[src/rtl/llc_snoop_responder.sv]
// rtl/llc_snoop_responder.sv - LLC snoop responder: MESI lookup, result, L1 message, writeback, state update
module llc_snoop_responder #(
    parameter int ADDR_W = 32,
    parameter int IDX_W  = 14,
    parameter int OFF_W  = 6,
    parameter int WAY_W  = 4,
    parameter int CNT_W  = 32
) (
    input  logic                              clk,
    input  logic                              rst,
    input  logic                              snp_valid,
    output logic                              snp_ready,
    input  logic [2:0]                        snp_op,
    input  logic [ADDR_W-1:0]                 snp_addr,
    output logic                              res_valid,
    output logic [1:0]                        res_code,
    output logic                              lk_req,
    output logic [IDX_W-1:0]                  lk_index,
    output logic [ADDR_W-IDX_W-OFF_W-1:0]     lk_tag,
    input  logic                              lk_hit,
    input  logic [WAY_W-1:0]                  lk_way,
    input  logic [1:0]                        lk_state,
    output logic                              upd_en,
    output logic [IDX_W-1:0]                  upd_index,
    output logic [WAY_W-1:0]                  upd_way,
    output logic [1:0]                        upd_state,
    output logic                              l1_valid,
    input  logic                              l1_ready,
    output logic [1:0]                        l1_msg,
    output logic [ADDR_W-1:0]                 l1_addr,
    output logic                              wb_valid,
    input  logic                              wb_ready,
    output logic [ADDR_W-1:0]                 wb_addr,
    output logic                              proto_err,
    output logic [CNT_W-1:0]                  cnt_hit,
    output logic [CNT_W-1:0]                  cnt_hitm,
    output logic [CNT_W-1:0]                  cnt_nohit
);

    localparam int TAG_W  = ADDR_W - IDX_W - OFF_W;
    localparam int LINE_W = ADDR_W - OFF_W;

    localparam logic [2:0] OP_READ  = 3'd1;
    localparam logic [2:0] OP_WRITE = 3'd2;
    localparam logic [2:0] OP_INV   = 3'd3;
    localparam logic [2:0] OP_RWIM  = 3'd4;

    localparam logic [1:0] RES_HIT   = 2'd0;
    localparam logic [1:0] RES_HITM  = 2'd1;
    localparam logic [1:0] RES_NOHIT = 2'd2;

    localparam logic [1:0] ST_I = 2'd0;
    localparam logic [1:0] ST_S = 2'd1;
    localparam logic [1:0] ST_E = 2'd2;
    localparam logic [1:0] ST_M = 2'd3;

    localparam logic [1:0] MSG_INV   = 2'd1;
    localparam logic [1:0] MSG_GET   = 2'd2;
    localparam logic [1:0] MSG_EVICT = 2'd3;

    localparam logic [CNT_W-1:0] CNT_ONE = {{(CNT_W-1){1'b0}}, 1'b1};

    typedef enum logic [2:0] {
        S_IDLE,
        S_LOOKUP,
        S_DECIDE,
        S_RESP,
        S_L1MSG,
        S_WB,
        S_UPDATE
    } fsm_t;

    fsm_t              state_q, state_d;
    logic [2:0]        op_q, op_d;
    logic [LINE_W-1:0] line_q, line_d;
    logic [1:0]        res_code_q, res_code_d;
    logic [1:0]        new_state_q, new_state_d;
    logic [WAY_W-1:0]  way_q, way_d;
    logic              l1_pend_q, l1_pend_d;
    logic [1:0]        l1_msg_q, l1_msg_d;
    logic              wb_pend_q, wb_pend_d;
    logic              upd_pend_q, upd_pend_d;
    logic              proto_err_q, proto_err_d;
    logic [CNT_W-1:0]  cnt_hit_q, cnt_hit_d;
    logic [CNT_W-1:0]  cnt_hitm_q, cnt_hitm_d;
    logic [CNT_W-1:0]  cnt_nohit_q, cnt_nohit_d;
    logic [1:0]        cur_state;

    assign cur_state = lk_hit ? lk_state : ST_I;

    always_ff @(posedge clk) begin
        if (rst) begin
            state_q     <= S_IDLE;
            op_q        <= 3'd0;
            line_q      <= '0;
            res_code_q  <= RES_NOHIT;
            new_state_q <= ST_I;
            way_q       <= '0;
            l1_pend_q   <= 1'b0;
            l1_msg_q    <= 2'd0;
            wb_pend_q   <= 1'b0;
            upd_pend_q  <= 1'b0;
            proto_err_q <= 1'b0;
            cnt_hit_q   <= '0;
            cnt_hitm_q  <= '0;
            cnt_nohit_q <= '0;
        end else begin
            state_q     <= state_d;
            op_q        <= op_d;
            line_q      <= line_d;
            res_code_q  <= res_code_d;
            new_state_q <= new_state_d;
            way_q       <= way_d;
            l1_pend_q   <= l1_pend_d;
            l1_msg_q    <= l1_msg_d;
            wb_pend_q   <= wb_pend_d;
            upd_pend_q  <= upd_pend_d;
            proto_err_q <= proto_err_d;
            cnt_hit_q   <= cnt_hit_d;
            cnt_hitm_q  <= cnt_hitm_d;
            cnt_nohit_q <= cnt_nohit_d;
        end
    end

    always_comb begin
        state_d     = state_q;
        op_d        = op_q;
        line_d      = line_q;
        res_code_d  = res_code_q;
        new_state_d = new_state_q;
        way_d       = way_q;
        l1_pend_d   = l1_pend_q;
        l1_msg_d    = l1_msg_q;
        wb_pend_d   = wb_pend_q;
        upd_pend_d  = upd_pend_q;
        proto_err_d = proto_err_q;
        cnt_hit_d   = cnt_hit_q;
        cnt_hitm_d  = cnt_hitm_q;
        cnt_nohit_d = cnt_nohit_q;

        case (state_q)
            S_IDLE: begin
                if (snp_valid) begin
                    op_d    = snp_op;
                    line_d  = snp_addr[ADDR_W-1:OFF_W];
                    state_d = S_LOOKUP;
                end
            end
            S_LOOKUP: begin
                state_d = S_DECIDE;
            end
            S_DECIDE: begin
                res_code_d  = RES_NOHIT;
                new_state_d = cur_state;
                way_d       = lk_way;
                l1_pend_d   = 1'b0;
                l1_msg_d    = 2'd0;
                wb_pend_d   = 1'b0;
                upd_pend_d  = 1'b0;
                case (op_q)
                    OP_READ: begin
                        case (cur_state)
                            ST_S: res_code_d = RES_HIT;
                            ST_E: begin
                                res_code_d  = RES_HIT;
                                new_state_d = ST_S;
                                upd_pend_d  = 1'b1;
                            end
                            ST_M: begin
                                res_code_d  = RES_HITM;
                                new_state_d = ST_S;
                                l1_pend_d   = 1'b1;
                                l1_msg_d    = MSG_GET;
                                wb_pend_d   = 1'b1;
                                upd_pend_d  = 1'b1;
                            end
                            default: ;
                        endcase
                    end
                    OP_WRITE: begin
                        if (cur_state != ST_I) proto_err_d = 1'b1;
                    end
                    OP_INV: begin
                        case (cur_state)
                            ST_S: begin
                                res_code_d  = RES_HIT;
                                new_state_d = ST_I;
                                l1_pend_d   = 1'b1;
                                l1_msg_d    = MSG_INV;
                                upd_pend_d  = 1'b1;
                            end
                            ST_E, ST_M: proto_err_d = 1'b1;
                            default: ;
                        endcase
                    end
                    OP_RWIM: begin
                        case (cur_state)
                            ST_S, ST_E: begin
                                res_code_d  = RES_HIT;
                                new_state_d = ST_I;
                                l1_pend_d   = 1'b1;
                                l1_msg_d    = MSG_INV;
                                upd_pend_d  = 1'b1;
                            end
                            ST_M: begin
                                res_code_d  = RES_HITM;
                                new_state_d = ST_I;
                                l1_pend_d   = 1'b1;
                                l1_msg_d    = MSG_EVICT;
                                wb_pend_d   = 1'b1;
                                upd_pend_d  = 1'b1;
                            end
                            default: ;
                        endcase
                    end
                    default: proto_err_d = 1'b1;
                endcase
                state_d = S_RESP;
            end
            S_RESP: begin
                case (res_code_q)
                    RES_HIT:  if (cnt_hit_q != '1) cnt_hit_d = cnt_hit_q + CNT_ONE;
                    RES_HITM: if (cnt_hitm_q != '1) cnt_hitm_d = cnt_hitm_q + CNT_ONE;
                    default:  if (cnt_nohit_q != '1) cnt_nohit_d = cnt_nohit_q + CNT_ONE;
                endcase
                if (l1_pend_q)       state_d = S_L1MSG;
                else if (upd_pend_q) state_d = S_UPDATE;
                else                 state_d = S_IDLE;
            end
            S_L1MSG: begin
                if (l1_ready) state_d = wb_pend_q ? S_WB : S_UPDATE;
            end
            S_WB: begin
                if (wb_ready) state_d = S_UPDATE;
            end
            S_UPDATE: begin
                state_d = S_IDLE;
            end
            default: state_d = S_IDLE;
        endcase
    end

    assign snp_ready = (state_q == S_IDLE);
    assign res_valid = (state_q == S_RESP);
    assign res_code  = res_code_q;
    assign lk_req    = (state_q == S_LOOKUP);
    assign lk_index  = line_q[IDX_W-1:0];
    assign lk_tag    = line_q[LINE_W-1 -: TAG_W];
    assign upd_en    = (state_q == S_UPDATE);
    assign upd_index = line_q[IDX_W-1:0];
    assign upd_way   = way_q;
    assign upd_state = new_state_q;
    assign l1_valid  = (state_q == S_L1MSG);
    assign l1_msg    = l1_msg_q;
    assign l1_addr   = {line_q, {OFF_W{1'b0}}};
    assign wb_valid  = (state_q == S_WB);
    assign wb_addr   = {line_q, {OFF_W{1'b0}}};
    assign proto_err = proto_err_q;
    assign cnt_hit   = cnt_hit_q;
    assign cnt_hitm  = cnt_hitm_q;
    assign cnt_nohit = cnt_nohit_q;

endmodule

[config.mk]
export PLATFORM = sky130hd
export DESIGN_NAME = llc_snoop_responder
export DESIGN_NICKNAME = d
export VERILOG_FILES = /design/src/rtl/llc_snoop_responder.sv
export SDC_FILE = /design/constraint.sdc
export NUM_CORES = 1
export LEC_CHECK = 0
export ABC_AREA = 1
export CORE_ASPECT_RATIO = 0.5
export CORE_MARGIN = 3
export CORE_UTILIZATION = 50
export CTS_CLUSTER_SIZE = 20
export DETAILED_ROUTE_END_ITERATION = 10
export GPL_ROUTABILITY_DRIVEN = 0
export GPL_TIMING_DRIVEN = 0
export PLACE_DENSITY_LB_ADDON = 0.25
export SYNTH_ARGS = -nofsm -noshare
export SYNTH_HDL_FRONTEND = slang
export SYNTH_SLANG_ARGS = --single-unit
[constraint.sdc]
create_clock -name clk -period 4.9 [get_ports clk]
set_clock_uncertainty 0.05 [all_clocks]
set_input_delay 0.98 -clock clk [delete_from_list [all_inputs] [get_ports clk]]
set_output_delay 0.98 -clock clk [all_outputs]
set_load 0.05 [all_outputs]
==> results.sh, run 1 <==
export IMPL_run_status="completed"
export IMPL_hold_violations=0
export IMPL_ctsHoldBuffers=0
export IMPL_ios=264
export IMPL_use_met1_pct=35.75
export IMPL_timing_final_crit_share_pct=72.28
export IMPL_io_buffers=243
export IMPL_vias=9398
export IMPL_grt_use_total_pct=27.47
export IMPL_cts_htree_levels=4
export IMPL_fp_coreArea_sq_um=16600
export IMPL_routed_wl_mm=26.46
export IMPL_die_w_um=191.2
export IMPL_setup_violations=0
export IMPL_drcViolationCount=0
export IMPL_ys_warn_count=0
export IMPL_critical_path_arrival_ns=2.51
export IMPL_utilization_pct=71.89
export IMPL_cts_setup_buffers=0
export IMPL_drtIter0Drc=736
export IMPL_grt_overflow_total=0
export IMPL_final_max_slew_viol_count=0
export IMPL_rows=33
export IMPL_critPathLaunchType="flip-flop"
export IMPL_path_clk_slew_ns=0.07
export IMPL_grt_first_pass_wirelength_mm=42.35
export IMPL_power_leakage_nw=4.412
export IMPL_drive_gt1_share_pct=12.19
export IMPL_synth_area_leaders="dfxtp_1, nand2_1, nor2_1"
export IMPL_ir_drop_mv=0.2364
export IMPL_pwr_density_cell_nw_per_um2=272.6
export IMPL_synth_top_area_share_pct=32.91
export IMPL_netlist_instances=1322
export IMPL_synth_avg_cell_area_sq_um=6.489
export IMPL_fmax_ghz=0.2823
export IMPL_max_cap_viol_count=0
export IMPL_worst_slack_ns=1.358
export IMPL_relSlewSlack_pct=56.94
export IMPL_ys_flop_type="dfxtp_1"
export IMPL_grt_max_degree=17
export IMPL_pre_cts_slack_ns=1.819
export IMPL_r2r_slack_ns=2.83
export IMPL_routed_via_density=5.122
export IMPL_layout_nets=1645
export IMPL_die_height_um=98.62
export IMPL_grt_pass1_vias=8562
export IMPL_use_met2_pct=46.70
export IMPL_rsz0062_at_grt="false"
export IMPL_ys_seq_elements=141
export IMPL_grt_use_met3_pct=5.508
export IMPL_syn2layout_area_growth_pct=39.10
export IMPL_cts_tree="done"
export IMPL_worstSkewPairLatency_ns=0.42
export IMPL_period_needed_ns=3.542
export IMPL_numCtsBuffers=17
export IMPL_cts_repair_resized=0
export IMPL_hold_path_class="flip-flop to flip-flop"
export IMPL_dp_hpwl_mm=20.38
export IMPL_synthesis_area_sq_um=8578
export IMPL_post_drt_wl_per_cell_um=14.42
export IMPL_crit_fanout=10
export IMPL_tns_ns=0
export IMPL_cp_data_required_time_ns=3.87
export IMPL_ant_nets=0
export IMPL_synth_top_cell_by_area="dfxtp_1"
export IMPL_synth_cell_type_count=37
export IMPL_async_flop_share_pct=0
export IMPL_r2r_cells=11
export IMPL_critical_path_class="flip-flop to output port"
export IMPL_synth_seq_area_share_pct=32.91
export IMPL_cp_end_kind="output port"
export IMPL_grt_busiest_layer="met2"
export IMPL_num_antenna_cells=0
export IMPL_start_util_pct=51.68
export IMPL_holdPathStages=2
export IMPL_cts_sinks=141
export IMPL_tightest_slew_ns=0.6459
export IMPL_power_w=0.003253
export IMPL_die_area_sq_um=18860
export IMPL_synth_edf_count=0
export IMPL_clockBufferDepth=2
export IMPL_clock_root_buffer="clkbuf_16"
export IMPL_drtPass1Iterations=5
export IMPL_antenna_found_initial=0
## layer usage
metal,up-vias,part of all wire [%]
li1,4641,-
met2,361,48
met3,49,7.1
met1,4347,43
met4,0,2.1
met5,-,0
## path summary, 6_finish.rpt
kind	to	start
worst max-delay path	snp_ready	state_q[0]
worst min-delay path	proto_err	proto_err
worst max register to register	cnt_nohit[13]	cnt_nohit[0]
worst min register to register	proto_err	proto_err
## state kept, by name, indices dropped and copies added (netlist names), 2 cells and up
signal,flops
line_q,26
upd_way,4
cnt_hit,32
upd_state,2
cnt_hitm,32
state_q,3
op_q,3
l1_msg,2
cnt_nohit,32
## Yosys cell counts, types with 2 or more instances
cell / n
o21ai_0: 19
inv_1: 70
nand2_2: 16
inv_2: 5
nand3b_1: 23
a21oi_1: 97
buf_1: 5
nand2_1: 440
o21bai_1: 3
nor3b_1: 2
nor2_1: 212
nand3_1: 66
nor2_8: 2
nand2_4: 7
nand4_1: 9
buf_12: 3
nor2_2: 8
nand3_2: 2
buf_2: 6
nor2_4: 8
clkbuf_1: 18
xnor2_1: 9
dfxtp_1: 141
xor2_1: 25
o22ai_1: 2
nor3_1: 8
ha_1: 3
a21oi_2: 20
buf_4: 79
buf_6: 6
o211ai_1: 2
## cells by family (layout without fill, tap and decap cells)
kind of cell             Yosys count  after routing  synth area share, %
XOR/XNOR                          34             34                3.471
buffers and inverters            193            468                13.20
AND/OR/NAND/NOR                  804            804                40.32
other                              1             12              0.04372
flip-flops                       141            141                32.91
AO/OA/AOI/OAI                    146            146                9.627
adder cells (fa/ha/maj)            3              3               0.4376
## layout make-up
cell class / instances / area [sq um]
buffer: 118 / 850.8
clock inverter: 14 / 157.7
inverter: 75 / 281.5
tap: 227 / 284.0
timing repair buffer: 243 / 2432
clock buffer: 18 / 439.2
multi-input combinational: 999 / 4664
sequential: 141 / 2823
fill: 1348 / 4666
## report_power, final
part	total, W	leakage, nW	switching, W	internal, W
clock	0.00132	0.290	0.000550	0.000774
sequential	0.00121	1.14	0.0000363	0.00118
combinational	0.000716	2.98	0.000462	0.000254
## stage by stage
step,instances,cell area (sq um),hold slack [ns]
after floorplan,1333,8620,0.4048
after global placement,1803,11340,0.3923
after detailed placement,1803,11340,0.4026
after CTS,1835,11930,0.4123
after global routing,1835,11930,0.4343
final,1835,11930,0.4085
## cells in the final DEF (no fill, tap or decap), types with 9 or more instances in the layout
| cell | synthesis | routed |
|---|---|---|
| nand2_1 | 440 | 440 |
| clkdlybuf4s50_1 | 0 | 243 |
| nor2_1 | 212 | 212 |
| dfxtp_1 | 141 | 141 |
| a21oi_1 | 97 | 97 |
| buf_4 | 79 | 79 |
| inv_1 | 70 | 70 |
| nand3_1 | 66 | 66 |
| xor2_1 | 25 | 25 |
| nand3b_1 | 23 | 23 |
| a21oi_2 | 20 | 20 |
| o21ai_0 | 19 | 19 |
| clkbuf_1 | 18 | 18 |
| clkbuf_16 | 0 | 17 |
| nand2_2 | 16 | 16 |
| conb_1 | 1 | 12 |
| xnor2_1 | 9 | 9 |
| nand4_1 | 9 | 9 |
## critical path: stages, from the launching register on
cell	delay [ns]
dfxtp_1	0.36
nor2_1	0.14
nand2_1	0.13
inv_2	0.18
buf_1	0.36
clkdlybuf4s50_1	0.91
No activity file was read; power rests on OpenSTA's default activity.
==> inputs of run 2 (changes only) <==
--- a/config.mk
+++ b/config.mk
@@ -8,7 +8,7 @@
 export ABC_AREA = 1
 export CORE_ASPECT_RATIO = 0.5
 export CORE_MARGIN = 3
-export CORE_UTILIZATION = 50
+export CORE_UTILIZATION = 43
 export CTS_CLUSTER_SIZE = 20
 export DETAILED_ROUTE_END_ITERATION = 10
 export GPL_ROUTABILITY_DRIVEN = 0
==> constraint.sdc (replaced) <==
create_clock -name clk -period 3.11 [get_ports clk]
set_clock_uncertainty 0.05 [all_clocks]
set_input_delay 0.622 -clock clk [delete_from_list [all_inputs] [get_ports clk]]
set_output_delay 0.622 -clock clk [all_outputs]
set_load 0.05 [all_outputs]
==> run 2 against run 1 <==
Against the previous run:
- worst hold slack improved by 0.0033 ns
- first-iteration DRC count decreased by 18%
- clock power is 79% higher
- sequential power rose by 58%
- critical endpoint is now res_valid
==> results.sh, run 2 (synthesis results as in run 1) <==
export IMPL_syn2layout_area_growth_pct=40.52
export IMPL_routed_via_density=4.973
export IMPL_path_clk_slew_ns=0.06
export IMPL_cp_startpoint="state_q[1]"
export IMPL_endpoint="res_valid"
export IMPL_hold_path_class="flip-flop to flip-flop"
export IMPL_drive_gt1_share_pct=12.13
export IMPL_critical_path_arrival_ns=2.22
export IMPL_critical_path_class="flip-flop to output port"
export IMPL_hold_violations=0
export IMPL_relSlewSlack_pct=57.36
export IMPL_tns_ns=0
export IMPL_cts_setup_buffers=0
export IMPL_worstSkewPairLatency_ns=0.42
export IMPL_reg2reg_to="cnt_hitm[4]"
export IMPL_run_status="completed"
export IMPL_antenna_found_initial=0
export IMPL_post_drt_wl_per_cell_um=14.21
export IMPL_num_antenna_cells=0
export IMPL_max_cap_viol_count=0
export IMPL_drcViolationCount=0
export IMPL_cp_end_kind="output port"
export IMPL_grt_pass1_vias=8718
export IMPL_io_buffers=243
export IMPL_start_util_pct=45.24
export IMPL_whs_ns=0.4118
export IMPL_ant_nets=0
export IMPL_drtIter0Drc=607
export IMPL_tightest_slew_ns=0.6396
export IMPL_layout_cells_non_filler=1867
export IMPL_power_leakage_nw=4.451
export IMPL_grt_first_pass_wirelength_mm=42.86
export IMPL_pwr_density_cell_nw_per_um2=447.7
export IMPL_setup_violations=0
export IMPL_fmax_ghz=0.3458
export IMPL_num_fill_cells=1718
export IMPL_grt_max_degree=17
export IMPL_final_common_cell="nand2_1"
export IMPL_cp_data_required_time_ns=2.44
export IMPL_grt_overflow_total=0
export IMPL_cts_htree_levels=4
export IMPL_clockBufferDepth=2
export IMPL_period_needed_ns=2.892
export IMPL_r2r_start="cnt_hitm[0]"
export IMPL_final_max_slew_viol_count=0
export IMPL_grt_use_total_pct=24.12
export IMPL_crit_fanout=6
export IMPL_rows=35
export IMPL_dp_hpwl_mm=20.58
export IMPL_r2r_slack_ns=1.07
export IMPL_drtPass1Iterations=7
export IMPL_critPathLaunchType="flip-flop"
export IMPL_cts_sinks=141
export IMPL_r2r_cells=11
export IMPL_ios=264
export IMPL_numCtsBuffers=17
export IMPL_cts_tree="done"
export IMPL_ir_drop_mv=0.3440
export IMPL_routed_wl_mm=26.54
export IMPL_fp_coreArea_sq_um=18960
export IMPL_die_w_um=205.7
export IMPL_rsz0062_at_grt="false"
export IMPL_dp_cells=1835
export IMPL_timing_final_crit_share_pct=92.98
export IMPL_vias=9285
export IMPL_final_cell_mix="nand2_1, clkdlybuf4s50_1, nor2_1"
export IMPL_clock_root_buffer="clkbuf_16"
export IMPL_layout_nets=1645
export IMPL_die_area_sq_um=21780
export IMPL_die_height_um=105.9
==> run 2: final cells by class <==
| cell class | count | area (sq um) | share of cell area, % |
|---|---|---|---|
| flip-flops and latches | 141 | 2823 | 23.42 |
| repair buffers | 243 | 2431 | 20.17 |
| clock inverters | 13 | 236.5 | 1.962 |
| inverters | 75 | 281.5 | 2.335 |
| clock buffers | 19 | 442.9 | 3.674 |
| well taps | 259 | 324.1 | 2.688 |
| multi-input cells | 999 | 4664 | 38.70 |
| plain buffers | 118 | 850.8 | 7.058 |
==> run 2: per-layer routing <==
layer  track usage (%)  share of wire [%]  vias to the layer above
li1                  -                  -                     4648
met1             30.63                 44                     4281
met2             41.52                 48                      321
met3             4.690                6.6                       35
met4             7.014                1.5                        0
met5                 0                  0                        -
==> run 2: metrics by stage <==
stage / utilization, % / instance area, sq um / power [W] / setup WS [ns]
after floorplan: - / 8620 / 0.002712 / 0.9297
after global placement: 59.99 / 11380 / 0.003063 / 0.4338
after detailed placement: 59.99 / 11380 / 0.003075 / 0.4111
after CTS: 63.57 / 12050 / 0.005441 / 0.2221
after global routing: 63.57 / 12050 / 0.005572 / 0.09793
final: 63.57 / 12050 / 0.005397 / 0.2182
==> run 2: what timing repair did <==
action | in CTS | in global routing
endpoints found under the setup margin | 1 | 0
hold buffers | 0 | 0
resized for setup | 1 | 0
==> run 2: how the worst min path moves through the flow <==
stage	startpoint	endpoint	cells past startpoint
after floorplan	l1_pend_q	l1_pend_q	2
after global placement	proto_err	proto_err	2
after detailed placement	proto_err	proto_err	2
after CTS	proto_err	proto_err	2
after global routing	l1_msg[0]	l1_msg[0]	2
final	proto_err	proto_err	2
==> run 2: power by group <==
group / total, W / internal, W / switching [W]
clock network: 0.00236 / 0.00153 / 0.000828
registers: 0.00191 / 0.00185 / 0.0000553
logic: 0.00112 / 0.000399 / 0.000725
total: 0.00540 / 0.00379 / 0.00161
==> run 2: critical path, stage by stage (launching register included) <==
cell and delay (ns):
dfxtp_1 0.43, nand3_2 0.25, inv_2 0.27, clkdlybuf4s50_1 0.85
==> inputs of run 3 (changes only) <==
--- a/config.mk
+++ b/config.mk
@@ -7,7 +7,6 @@
 export LEC_CHECK = 0
 export ABC_AREA = 1
 export CORE_ASPECT_RATIO = 0.5
-export CORE_MARGIN = 3
 export CORE_UTILIZATION = 43
 export CTS_CLUSTER_SIZE = 20
 export DETAILED_ROUTE_END_ITERATION = 10
==> run 3 against run 2 <==
Against the previous run:
- sequential cell count is the same
- critical path depth is 2 higher
- maximum frequency rose by 0.74%
- cell area is 0.62% lower
- count of clock-buffer cells in the layout grew 3
- worst setup slack better by 0.021 ns
- total power down 5.2%
- via count barely moved
- largest power group unchanged
==> results.sh, run 3 (synthesis results as in run 1) <==
export IMPL_critical_path_class="flip-flop to output port"
export IMPL_tns_ns=0
export IMPL_setup_violations=0
export IMPL_ir_drop_mv=0.3103
export IMPL_max_cap_viol_count=0
export IMPL_power_leakage_nw=4.411
export IMPL_relSlewSlack_pct=55.36
export IMPL_ios=264
export IMPL_path_clk_slew_ns=0.06
export IMPL_cp_end_kind="output port"
export IMPL_dr_wl_met3_mm=1.730
export IMPL_vias=9277
export IMPL_die_w_um=201.7
export IMPL_hold_path_class="flip-flop to flip-flop"
export IMPL_num_antenna_cells=0
export IMPL_pwr_share_clk_pct=40.7
export IMPL_period_needed_ns=2.871
export IMPL_top_layer="met4"
export IMPL_grt_overflow_total=0
export IMPL_critical_path_arrival_ns=2.20
export IMPL_fmax_ghz=0.3483
export IMPL_clock_root_buffer="clkbuf_16"
export IMPL_worstSkewPairLatency_ns=0.42
export IMPL_run_status="completed"
export IMPL_cts_sinks=141
export IMPL_syn2layout_area_growth_pct=39.64
export IMPL_timing_final_crit_share_pct=92.31
export IMPL_power_w=0.005116
export IMPL_pwr_density_cell_nw_per_um2=427.1
export IMPL_grt_use_total_pct=25.08
export IMPL_final_cell_mix="nand2_1, clkdlybuf4s50_1, nor2_1"
export IMPL_tightest_slew_ns=0.6696
export IMPL_sequentialPowerShare_pct=37.4
export IMPL_critPathLaunchType="flip-flop"
export IMPL_hold_violations=0
export IMPL_p_int_w=0.003518
export IMPL_drcViolationCount=0
export IMPL_post_drt_wl_per_cell_um=13.96
export IMPL_share_comb_of_total_power_pct=22.0
export IMPL_antenna_found_initial=0
export IMPL_clockBufferDepth=2
export IMPL_drtPass1Iterations=7
export IMPL_fp_coreArea_sq_um=19500
export IMPL_cts_tree="done"
export IMPL_ctsHoldBuffers=0
export IMPL_start_util_pct=43.98
export IMPL_io_buffers=243
export IMPL_rows=36
export IMPL_cts_repair_resized=1
export IMPL_swShare_pct=31.24
export IMPL_layout_nets=1645
export IMPL_rsz0062_at_grt="false"
export IMPL_ant_nets=0
export IMPL_grt_pass1_vias=8446
export IMPL_final_common_cell="nand2_1"
export IMPL_cts_setup_buffers=0
export IMPL_cp_data_required_time_ns=2.44
export IMPL_grt_max_degree=17
export IMPL_met2_length_mm=12.33
export IMPL_crit_fanout=10
export IMPL_routed_wl_mm=26.16
export IMPL_routed_via_density=4.950
export IMPL_die_height_um=101.9
export IMPL_grt_first_pass_wirelength_mm=41.46
export IMPL_cts_htree_levels=4
export IMPL_die_area_sq_um=20550
export IMPL_dp_hpwl_mm=20.11
export IMPL_drive_gt1_share_pct=12.13
export IMPL_final_max_slew_viol_count=0
export IMPL_drtIter0Drc=580
export IMPL_switching_power_w=0.001598
export IMPL_numCtsBuffers=17
export IMPL_wl_met1_mm=11.70
-- run 3: stage by stage --
step                      worst slack (ns)  cells  hold WS, ns  area (sq um)  utilization, %
final                               0.2393   1874       0.4153         11980           61.42
after global routing                0.1189   1874       0.4527         11980           61.42
after CTS                           0.2375   1874       0.4154         11980           61.42
after detailed placement            0.4275   1842       0.4047         11380           58.37
after global placement              0.4276   1842       0.3924         11380           58.37
after floorplan                     0.9297   1333       0.4048          8620               -
-- run 3: layout make-up --
type                    count  area, sq um
inverters                  75        281.5
fillers                  1776         7525
multi-input cells         999         4664
plain buffers             118        850.8
well taps                 266        332.8
clock buffers              22        484.2
flip-flops and latches    141         2823
clock inverters            10        111.4
repair buffers            243         2431
-- run 3: power groups by stage --
stage                     clock network [W]  registers (W)  logic [W]
after global routing                0.00218        0.00192    0.00118
after global placement                    0        0.00195    0.00111
after floorplan                           0        0.00207   0.000642
after CTS                           0.00210        0.00191    0.00113
final                               0.00208        0.00191    0.00112
after detailed placement                  0        0.00195    0.00112
-- run 3: final timing paths --
| path | start | endpoint | slack (ns) | cells past startpoint |
|---|---|---|---|---|
| setup / recovery | state_q[1] | snp_ready | 0.24 | 5 |
| hold / removal | proto_err | proto_err | 0.42 | 2 |
| setup reg to reg | cnt_hitm[1] | cnt_hitm[12] | 1.06 | 11 |
| hold reg to reg | proto_err | proto_err | 0.42 | 2 |
-- run 3: critical path, cell delays in order (launching register included) --
cell	delay [ns]
dfxtp_1	0.35
nor2_1	0.14
nand2_1	0.11
inv_2	0.18
buf_1	0.37
dlygate4sd2_1	0.62
-- run 3: per-layer routing --
layer  up-vias  track usage (%)
met1      4257            32.46
met2       340            43.08
met4         0            6.643
li1       4639                -
met3        41            5.134
met5         -                0
